<file path="src/rtl/quiz_setup_fsm.sv">
// Game-setup sequencer: collects player count, countdown and point values from the
// switch bank, validates each against parameterised bounds, and flags rejected entries.
module quiz_setup_fsm #(
    parameter int VAL_W       = 6,
    parameter int MIN_PEOPLE  = 2,
    parameter int MAX_PEOPLE  = 4,
    parameter int MAX_SECONDS = 60,
    parameter int MAX_POINTS  = 9,
    parameter int ERR_CYCLES  = 50_000_000,
    parameter int DEF_PEOPLE  = 2,
    parameter int DEF_SECONDS = 10,
    parameter int DEF_CORRECT = 1,
    parameter int DEF_MISTAKE = 1
) (
    input  logic             clk,
    input  logic             rst,
    input  logic             enter_btn,
    input  logic             back_btn,
    input  logic             edit_btn,
    input  logic [VAL_W-1:0] input_val,
    output logic [VAL_W-1:0] output_light,
    output logic [2:0]       cur_set,
    output logic [VAL_W-1:0] num_people,
    output logic [VAL_W-1:0] count_seconds,
    output logic [VAL_W-1:0] correct_point,
    output logic [VAL_W-1:0] mistake_point,
    output logic             is_set_over,
    output logic             alarm_light
);

    typedef enum logic [2:0] {
        SET_PEOPLE  = 3'd0,
        SET_SECONDS = 3'd1,
        SET_CORRECT = 3'd2,
        SET_MISTAKE = 3'd3,
        DONE        = 3'd4
    } state_e;

    localparam int CNT_W = $clog2(ERR_CYCLES + 1);

    localparam logic [VAL_W-1:0] MIN_P  = VAL_W'(MIN_PEOPLE);
    localparam logic [VAL_W-1:0] MAX_P  = VAL_W'(MAX_PEOPLE);
    localparam logic [VAL_W-1:0] MAX_S  = VAL_W'(MAX_SECONDS);
    localparam logic [VAL_W-1:0] MAX_PT = VAL_W'(MAX_POINTS);
    localparam logic [VAL_W-1:0] ONE    = VAL_W'(1);

    // Button bits are ordered {edit, back, enter} throughout.
    logic [2:0] sync1_q, sync2_q, prev_q;
    logic [2:0] evt;

    always_ff @(posedge clk or negedge rst) begin
        if (!rst) begin
            sync1_q <= '0;
            sync2_q <= '0;
            prev_q  <= '0;
        end else begin
            // NOTE: non-blocking assignments make the three flops a real shift chain;
            // blocking ones would collapse it into a single stage.
            sync1_q <= {edit_btn, back_btn, enter_btn};
            sync2_q <= sync1_q;
            prev_q  <= sync2_q;
        end
    end

    assign evt = sync2_q & ~prev_q;

    state_e             state_q;
    logic [CNT_W-1:0]   alarm_cnt_q;
    logic [VAL_W-1:0]   people_q, seconds_q, correct_q, mistake_q, light_q;
    logic               over_q;
    logic               in_range;

    // Bounds for the field currently being edited.
    always_comb begin
        // NOTE: default first so every path assigns in_range and no latch is inferred.
        in_range = 1'b0;
        unique case (state_q)
            SET_PEOPLE:  in_range = (input_val >= MIN_P) && (input_val <= MAX_P);
            SET_SECONDS: in_range = (input_val >= ONE)   && (input_val <= MAX_S);
            SET_CORRECT,
            SET_MISTAKE: in_range = (input_val >= ONE)   && (input_val <= MAX_PT);
            default:     in_range = 1'b0;
        endcase
    end

    always_ff @(posedge clk or negedge rst) begin
        if (!rst) begin
            state_q     <= SET_PEOPLE;
            people_q    <= VAL_W'(DEF_PEOPLE);
            seconds_q   <= VAL_W'(DEF_SECONDS);
            correct_q   <= VAL_W'(DEF_CORRECT);
            mistake_q   <= VAL_W'(DEF_MISTAKE);
            over_q      <= 1'b0;
            alarm_cnt_q <= '0;
            light_q     <= '0;
        end else begin
            light_q <= input_val;
            if (alarm_cnt_q != '0) alarm_cnt_q <= alarm_cnt_q - 1'b1;

            if (state_q == DONE) begin
                if (evt[2]) begin
                    state_q <= SET_PEOPLE;
                    over_q  <= 1'b0;
                end
            end else if (evt[0]) begin
                if (in_range) begin
                    alarm_cnt_q <= '0;
                    unique case (state_q)
                        SET_PEOPLE:  begin people_q  <= input_val; state_q <= SET_SECONDS; end
                        SET_SECONDS: begin seconds_q <= input_val; state_q <= SET_CORRECT; end
                        SET_CORRECT: begin correct_q <= input_val; state_q <= SET_MISTAKE; end
                        default:     begin
                            mistake_q <= input_val;
                            state_q   <= DONE;
                            over_q    <= 1'b1;
                        end
                    endcase
                end else begin
                    alarm_cnt_q <= CNT_W'(ERR_CYCLES);
                end
            end else if (evt[1] && state_q != SET_PEOPLE) begin
                state_q <= state_e'(state_q - 3'd1);
            end
        end
    end

    assign cur_set       = state_q;
    assign num_people    = people_q;
    assign count_seconds = seconds_q;
    assign correct_point = correct_q;
    assign mistake_point = mistake_q;
    assign is_set_over   = over_q;
    assign alarm_light   = (alarm_cnt_q != '0);
    assign output_light  = light_q;

endmodule

</file>
<file path="config.mk">
export PLATFORM = sky130hd
export DESIGN_NAME = quiz_setup_fsm
export DESIGN_NICKNAME = d
export VERILOG_FILES = /design/src/rtl/quiz_setup_fsm.sv
export SDC_FILE = /design/constraint.sdc
export NUM_CORES = 1
export LEC_CHECK = 0
export CORE_UTILIZATION = 58
export DETAILED_ROUTE_END_ITERATION = 10
export PLACE_DENSITY_LB_ADDON = 0.2
export SLEW_MARGIN = 25
export SYNTH_ARGS = -nofsm -noshare
export SYNTH_HDL_FRONTEND = slang
export SYNTH_SLANG_ARGS = --single-unit
</file>
<file path="constraint.sdc">
create_clock -name clk -period 5.5 [get_ports clk]
set_input_delay 0.55 -clock clk [delete_from_list [all_inputs] [get_ports clk]]
set_output_delay 0.55 -clock clk [all_outputs]
set_load 0.01 [all_outputs]
</file>
==> summary.md, run 1 <==
| Metric | Value |
|---|---|
| Clock transition at path regs | 80 ps |
| Netlist cell types | 46 |
| Mean post-synth cell area | 11.5 um^2 |
| Gpl congestion | 0.772 |
| Slew HR | 32.1% |
| Initial antenna violation count | 0 |
| Max-slew violation count | 0 |
| Count of cells resized by post-cts repair | 0 |
| CP Capture Type | primary output |
| Worst path required time | 4950 ps |
| Num CTS Buffers | 9 |
| Gate power share | between 30% and 40% |
| Largest net degree at the start of global routing | 70 |
| Most frequent cell after synthesis | dfrtp_1 |
| Footprint of the multi-input gates | 1420 um^2 |
| LEAKAGE | 1.59 nW |
| Post-CTS Repair Setup Buffers | 0 |
| Yosys top cell area share | 49.5% |
| Worst skew pair latency | 350 ps |
| Worst-path fanout max | 4 |
| Synthesized net count | 300 |
| Sw frac | a little over a third |
| Hold_buf cts | 0 |
| Setup TNS | 0 ps |
| Max clock buf depth | 2 |
| Asr flop ratio synth | 100% |
| Clock network power share | 23.2% |
| Cells after synthesis | 282 |
| Fill count | 345 |
| Fraction of layout cells with a size suffix above 1 | 17.1% |
| Fin crit period | 3140 ps |
| Max-Cap Viols | 0 |
| Worst Setup Path Type | flop to primary output |
| Post-Layout Cell Count | 403 |
| Reg power frac | 40.9% |
| Drt total wl | between 7 and 8 mm |
| Vias in the first global route | between 2000 and 2500 |
| Switch Pwr | roughly 0.69 mW |
| Int Pwr | 1.26 mW |
| DRT Pass-1 Iters | 4 |
| Global-route wire length before repair | 12.1 mm |
| RSZ-0062 raised after global routing | no |
| Register area | ~1700 um^2 |
| Startpoint Class | flop |
| Vias | 2464 |
| Nets@finish | roughly 350 |
| Seq/Total Area, Yosys | between 50% and 60% |
| FMAX | 318 MHz |
| IO Pins | 46 |
| EDFF count, synth | 0 |
| Die area | slightly below 6000 um^2 |
| Peak supply drop | between 0.3 and 0.4 mV |
| Post-synth top area cell | dfrtp_1 |
| Outcome | completed |
| H-tree levels | 3 |
| Die X | 76.7 um |
| Row count | 26 |
| # clock sinks | 69 |
| FF+latch count, synth | a little under 70 |
| Average wire per standard cell | about 18 um |
| Post-Syn Area | ~3200 um^2 |
| Hold Vio Cnt, Final | 0 |
| N_diodes | 0 |
| Drt drc | 0 |
| Worst Tran Pin Value | 1020 ps |
| Initial core utilization | between 60% and 70% |
| Worst min path class | flop to flop |
| Root Buffer Master | clkbuf_8 |
| Placed cells | 387 |
| DPL Wire Length | 4.71 mm |
| DRT antenna net count | 0 |
| Synth Warn # | 0 |
| Most common flop cell mapped by yosys | dfrtp_1 |
| Finish-stage setup viols | 0 |
| Core Region | between 5000 and 6000 um^2 |
| TritonCTS clock tree | built |
| Grt ovf | 0 |
| Crit path DAT | about 2600 ps |
| Synth top cells by count | 64 x dfrtp_1, 23 x or3_1, 21 x mux2_2 |
| Setup Skew | ~11 ps |
| GRT Total Usage | a little over a quarter |
| Port Buffers | 45 |
| Via-to-Cell Ratio | between 6 and 7 |
| Area grow syn2layout | 21.9% |
| Power Dens Cells | 494 nW/um^2 |
| Top post-synthesis cells by area | dfrtp_1 49%, mux2_2 7.3%, or3_1 4.4%, dfstp_2 4.1%, or4_1 3.0% |
| Tcrit/Tclk final | a little under three fifths |
| DRT iter0 DRCs | 245 |
| Die Height | 76.7 um |
-- worst paths after layout --
kind	start	end	slack, ps	cells past startpoint
max in group asynchronous	rst	sync1_q[1]	4560	2
max	alarm_cnt_q[0]	alarm_light	2360	6
min reg2reg	sync1_q[2]	sync2_q[2]	350	0
max reg2reg	alarm_cnt_q[0]	alarm_cnt_q[12]	2790	7
min	sync1_q[2]	sync2_q[2]	350	0
min in group asynchronous	rst	alarm_cnt_q[20]	390	2
-- power by group through the flow --
stage / combinational, mW / sequential [mW] / clock [mW]
CTS: 0.701 / 0.797 / 0.455
global route: 0.768 / 0.820 / 0.483
finish: 0.699 / 0.797 / 0.452
global placement: 0.668 / 0.794 / 0
detailed placement: 0.693 / 0.805 / 0
floorplan: 0.406 / 0.804 / 0
-- sequential cells by signal, indices dropped and copies added, names as in the netlist --
| signal | cells |
|---|---|
| sync2_q | 3 |
| correct_point | 6 |
| num_people | 6 |
| is_set_over | 1 |
| count_seconds | 6 |
| prev_q | 3 |
| alarm_cnt_q | 26 |
| mistake_point | 6 |
| sync1_q | 3 |
| cur_set | 3 |
| output_light | 6 |
-- layout by cell type (no fill, tap or decap), types with 4 or more instances in the layout --
| master | n |
|---|---|
| nor2_1 | 13 |
| or2_2 | 4 |
| inv_1 | 7 |
| o31ai_1 | 10 |
| ha_1 | 7 |
| clkdlybuf4s50_1 | 44 |
| nor4_1 | 4 |
| dfrtp_1 | 64 |
| a21oi_1 | 14 |
| nor2b_1 | 5 |
| or3_1 | 23 |
| o21ai_0 | 12 |
| a31oi_1 | 12 |
| or4_1 | 13 |
| nand2_1 | 7 |
| mux2_2 | 21 |
| dfstp_2 | 5 |
| o211ai_1 | 4 |
| clkbuf_8 | 9 |
| nand3_1 | 7 |
| nor3_1 | 5 |
-- critical path: stages, from the launching register on --
cell and delay [ps]:
dfrtp_1 390, inv_1 140, ha_1 190, nor2b_1 240, or3b_2 500, or3_1 320
clkdlybuf4s50_1 480
-- area by class of cell --
cell class	count	area share, %
tap	70	2.22
multi-input combinational	194	36.0
clock buffer	10	3.23
inverter	7	0.666
timing repair buffer	47	11.7
clock inverter	6	2.25
sequential	69	43.9
-- stage by stage --
step / utilization (%) / hold WS (ps) / cell area, um^2 / power (mW) / setup WS (ps)
3_3_place_gp: 71.2 / 335 / 3730 / 1.46 / 2530
6_report: 75.3 / 352 / 3950 / 1.95 / 2360
4_1_cts: 75.3 / 353 / 3950 / 1.95 / 2360
5_1_grt: 75.3 / 364 / 3950 / 2.07 / 2270
3_5_place_dp: 71.2 / 335 / 3730 / 1.50 / 2440
2_1_floorplan: - / 254 / 3240 / 1.21 / 3280
-- routing by layer --
layer | GRT usage [%] | vias up | share of wire (%)
li1 | - | 1161 | -
met1 | 37.2 | 1205 | 43
met2 | 41.5 | 88 | 50
met3 | 6.55 | 10 | 5.7
met4 | 9.62 | 0 | 1.6
met5 | 0 | - | 0
-- cells by family (layout without fill, tap and decap cells) --
group                      count (synthesis)  after routing  synth area share [%]
and+or+nand+nor                          101            101                  20.7
DFF                                       69             69                  53.5
AOI/OAI and AO/OA                         61             61                  12.0
muxes                                     24             24                  8.23
buffers and inverters                     19             70                  2.51
adders and majority gates                  7              7                  2.71
xor gates and xnor gates                   1              1                 0.271
Power figures use the tool's default switching activity.
==> run 2: changes to the inputs <==
CORE_UTILIZATION = 49   (was 58)
clock period = 2.62 ns   (was 5.5 ns; I/O delays follow)
==> run 2 against run 1 <==
Effect of this change:
- register-to-register slack worse by 2500 ps
- non-clock buffer count up 18
- combinational power up 120%
- critical path depth unchanged
==> summary.md, run 2 (synthesis results as in run 1) <==
| Metric | Value |
|---|---|
| Outcome | completed |
| Worst min path class | flop to flop |
| Worst path required time | 2360 ps |
| Global-route wire length before repair | 11.8 mm |
| Initial antenna violation count | 0 |
| CP max stage delay | 470 ps |
| Max clock buf depth | 2 |
| Setup Skew | 11.4 ps |
| Hold Vio Cnt, Final | 0 |
| Area grow syn2layout | 26.9% |
| IO Pins | 46 |
| LEAKAGE | 1.69 nW |
| Die area | 6930 um^2 |
| Port Buffers | 45 |
| Fin area | 4110 um^2 |
| Peak supply drop | between 0.5 and 0.6 mV |
| Power Dens Cells | 1010 nW/um^2 |
| H-tree levels | 3 |
| DRT antenna net count | 0 |
| Power, Total | 4.15 mW |
| Core Region | 6350 um^2 |
| Fin crit period | 2530 ps |
| Vias | 2503 |
| Core Util, Final | about two thirds |
| Via-to-Cell Ratio | around 5.8 |
| Setup TNS | 0 ps |
| DPL Wire Length | 4.84 mm |
| Worst-path cell chain | inv_1 > ha_1 > nor2b_2 > or3b_2 > or3_1 > dlygate4sd2_1 |
| Worst-path fanout max | 4 |
| Most flops, register | alarm_cnt_q |
| Drt drc | 0 |
| DRT Pass-1 Iters | 4 |
| Max-slew violation count | 0 |
| Grt ovf | 0 |
| Final setup margin | 93.8 ps |
| Largest net degree at the start of global routing | 38 |
| Root Buffer Master | clkbuf_8 |
| Slew HR | slightly above 50% |
| Num CTS Buffers | 9 |
| Most frequent cells in the layout | 64 x dfrtp_1, 43 x clkdlybuf4s50_1, 23 x or3_1 |
| CP max stage cell | or3b_2 |
| # clock sinks | 69 |
| N_diodes | 0 |
| Startpoint Class | flop |
| Average wire per standard cell | ~16 um |
| TritonCTS clock tree | built |
| Max-Cap Viols | 0 |
| Area after DPL | approximately 3900 um^2 |
| Drt total wl | roughly 7 mm |
| FMAX | 396 MHz |
| Clock transition at path regs | 70 ps |
| Die X | between 80 and 90 um |
| Fraction of layout cells with a size suffix above 1 | 21.7% |
| Crit path DAT | 2260 ps |
| DRT iter0 DRCs | between 100 and 150 |
| Vias in the first global route | approximately 2400 |
| Initial core utilization | 51.0% |
| Commonest non-fill, non-tap cell in the layout | dfrtp_1 |
| Die Height | 83.3 um |
| CP Capture Type | primary output |
| Worst Tran Pin Value | 729 ps |
| Gpl congestion | 0.846 |
| GRT Total Usage | 21.6% |
| Tcrit/Tclk final | a little over nine tenths |
| Worst skew pair latency | 340 ps |
| RSZ-0062 raised after global routing | no |
| Max reg flops | 26 |
| Worst Setup Path Type | flop to primary output |
| Row count | 29 |
| Cell family with most CP delay | simple AND/OR/NAND/NOR gates |
| Finish-stage setup viols | 0 |
| Dpl ws | 83.1 ps |
| Nets@finish | 364 |
| CP bufs+invs | 2 |
## run 2: cell types whose count changed in the layout (fill, tap and decap cells not counted), sizes merged
cell,previous run,this run
buf,3,20
clkbuf,10,11
clkdlybuf4s50,44,43
clkinv,2,3
clkinvlp,2,0
dlygate4sd2,0,1
dlygate4sd3,0,1
## run 2: report_power, final
group	leakage [nW]	internal, mW	switching [mW]
sequential	0.830	1.39	0.259
combinational	0.744	0.790	0.760
clock	0.113	0.558	0.397
total	1.69	2.74	1.42
## run 2: worst paths after layout
kind	from	to	slack, ps	depth (start not counted)
min reg2reg	sync1_q[2]	sync2_q[2]	350	0
max in group asynchronous	rst	alarm_cnt_q[4]	1450	3
max	alarm_cnt_q[1]	alarm_light	90	6
max reg2reg	cur_set[0]	mistake_point[1]	300	7
min	sync1_q[2]	sync2_q[2]	350	0
min in group asynchronous	rst	output_light[3]	510	2
## run 2: stage by stage
step	hold slack (ps)	std cells
floorplan	-33.6	282
global placement	332	411
detailed placement	338	411
CTS	345	428
global route	348	428
finish	353	428
## run 2: area by class of cell
type	instances	area (um^2)
tap	77	96.3
fill	506	2240
inverter	7	26.3
sequential	69	1730
clock inverter	5	75.1
clock buffer	11	141
multi-input combinational	194	1430
timing repair buffer	65	609
## run 2: what timing repair did
item	CTS	global route
resized for setup	3	0
buffers inserted	0	0
hold buffers	1	0
endpoints found under the setup margin	1	0
endpoints found under the hold margin	12	0
## run 2: routing by layer
layer	part of all wire, %	wire length, um	global-route usage (%)	vias up
met5	0	0	0	-
met4	1.0	72	8.15	0
met3	3.9	273	4.27	7
met2	48	3340	34.4	62
met1	47	3300	29.2	1240
li1	-	-	-	1194
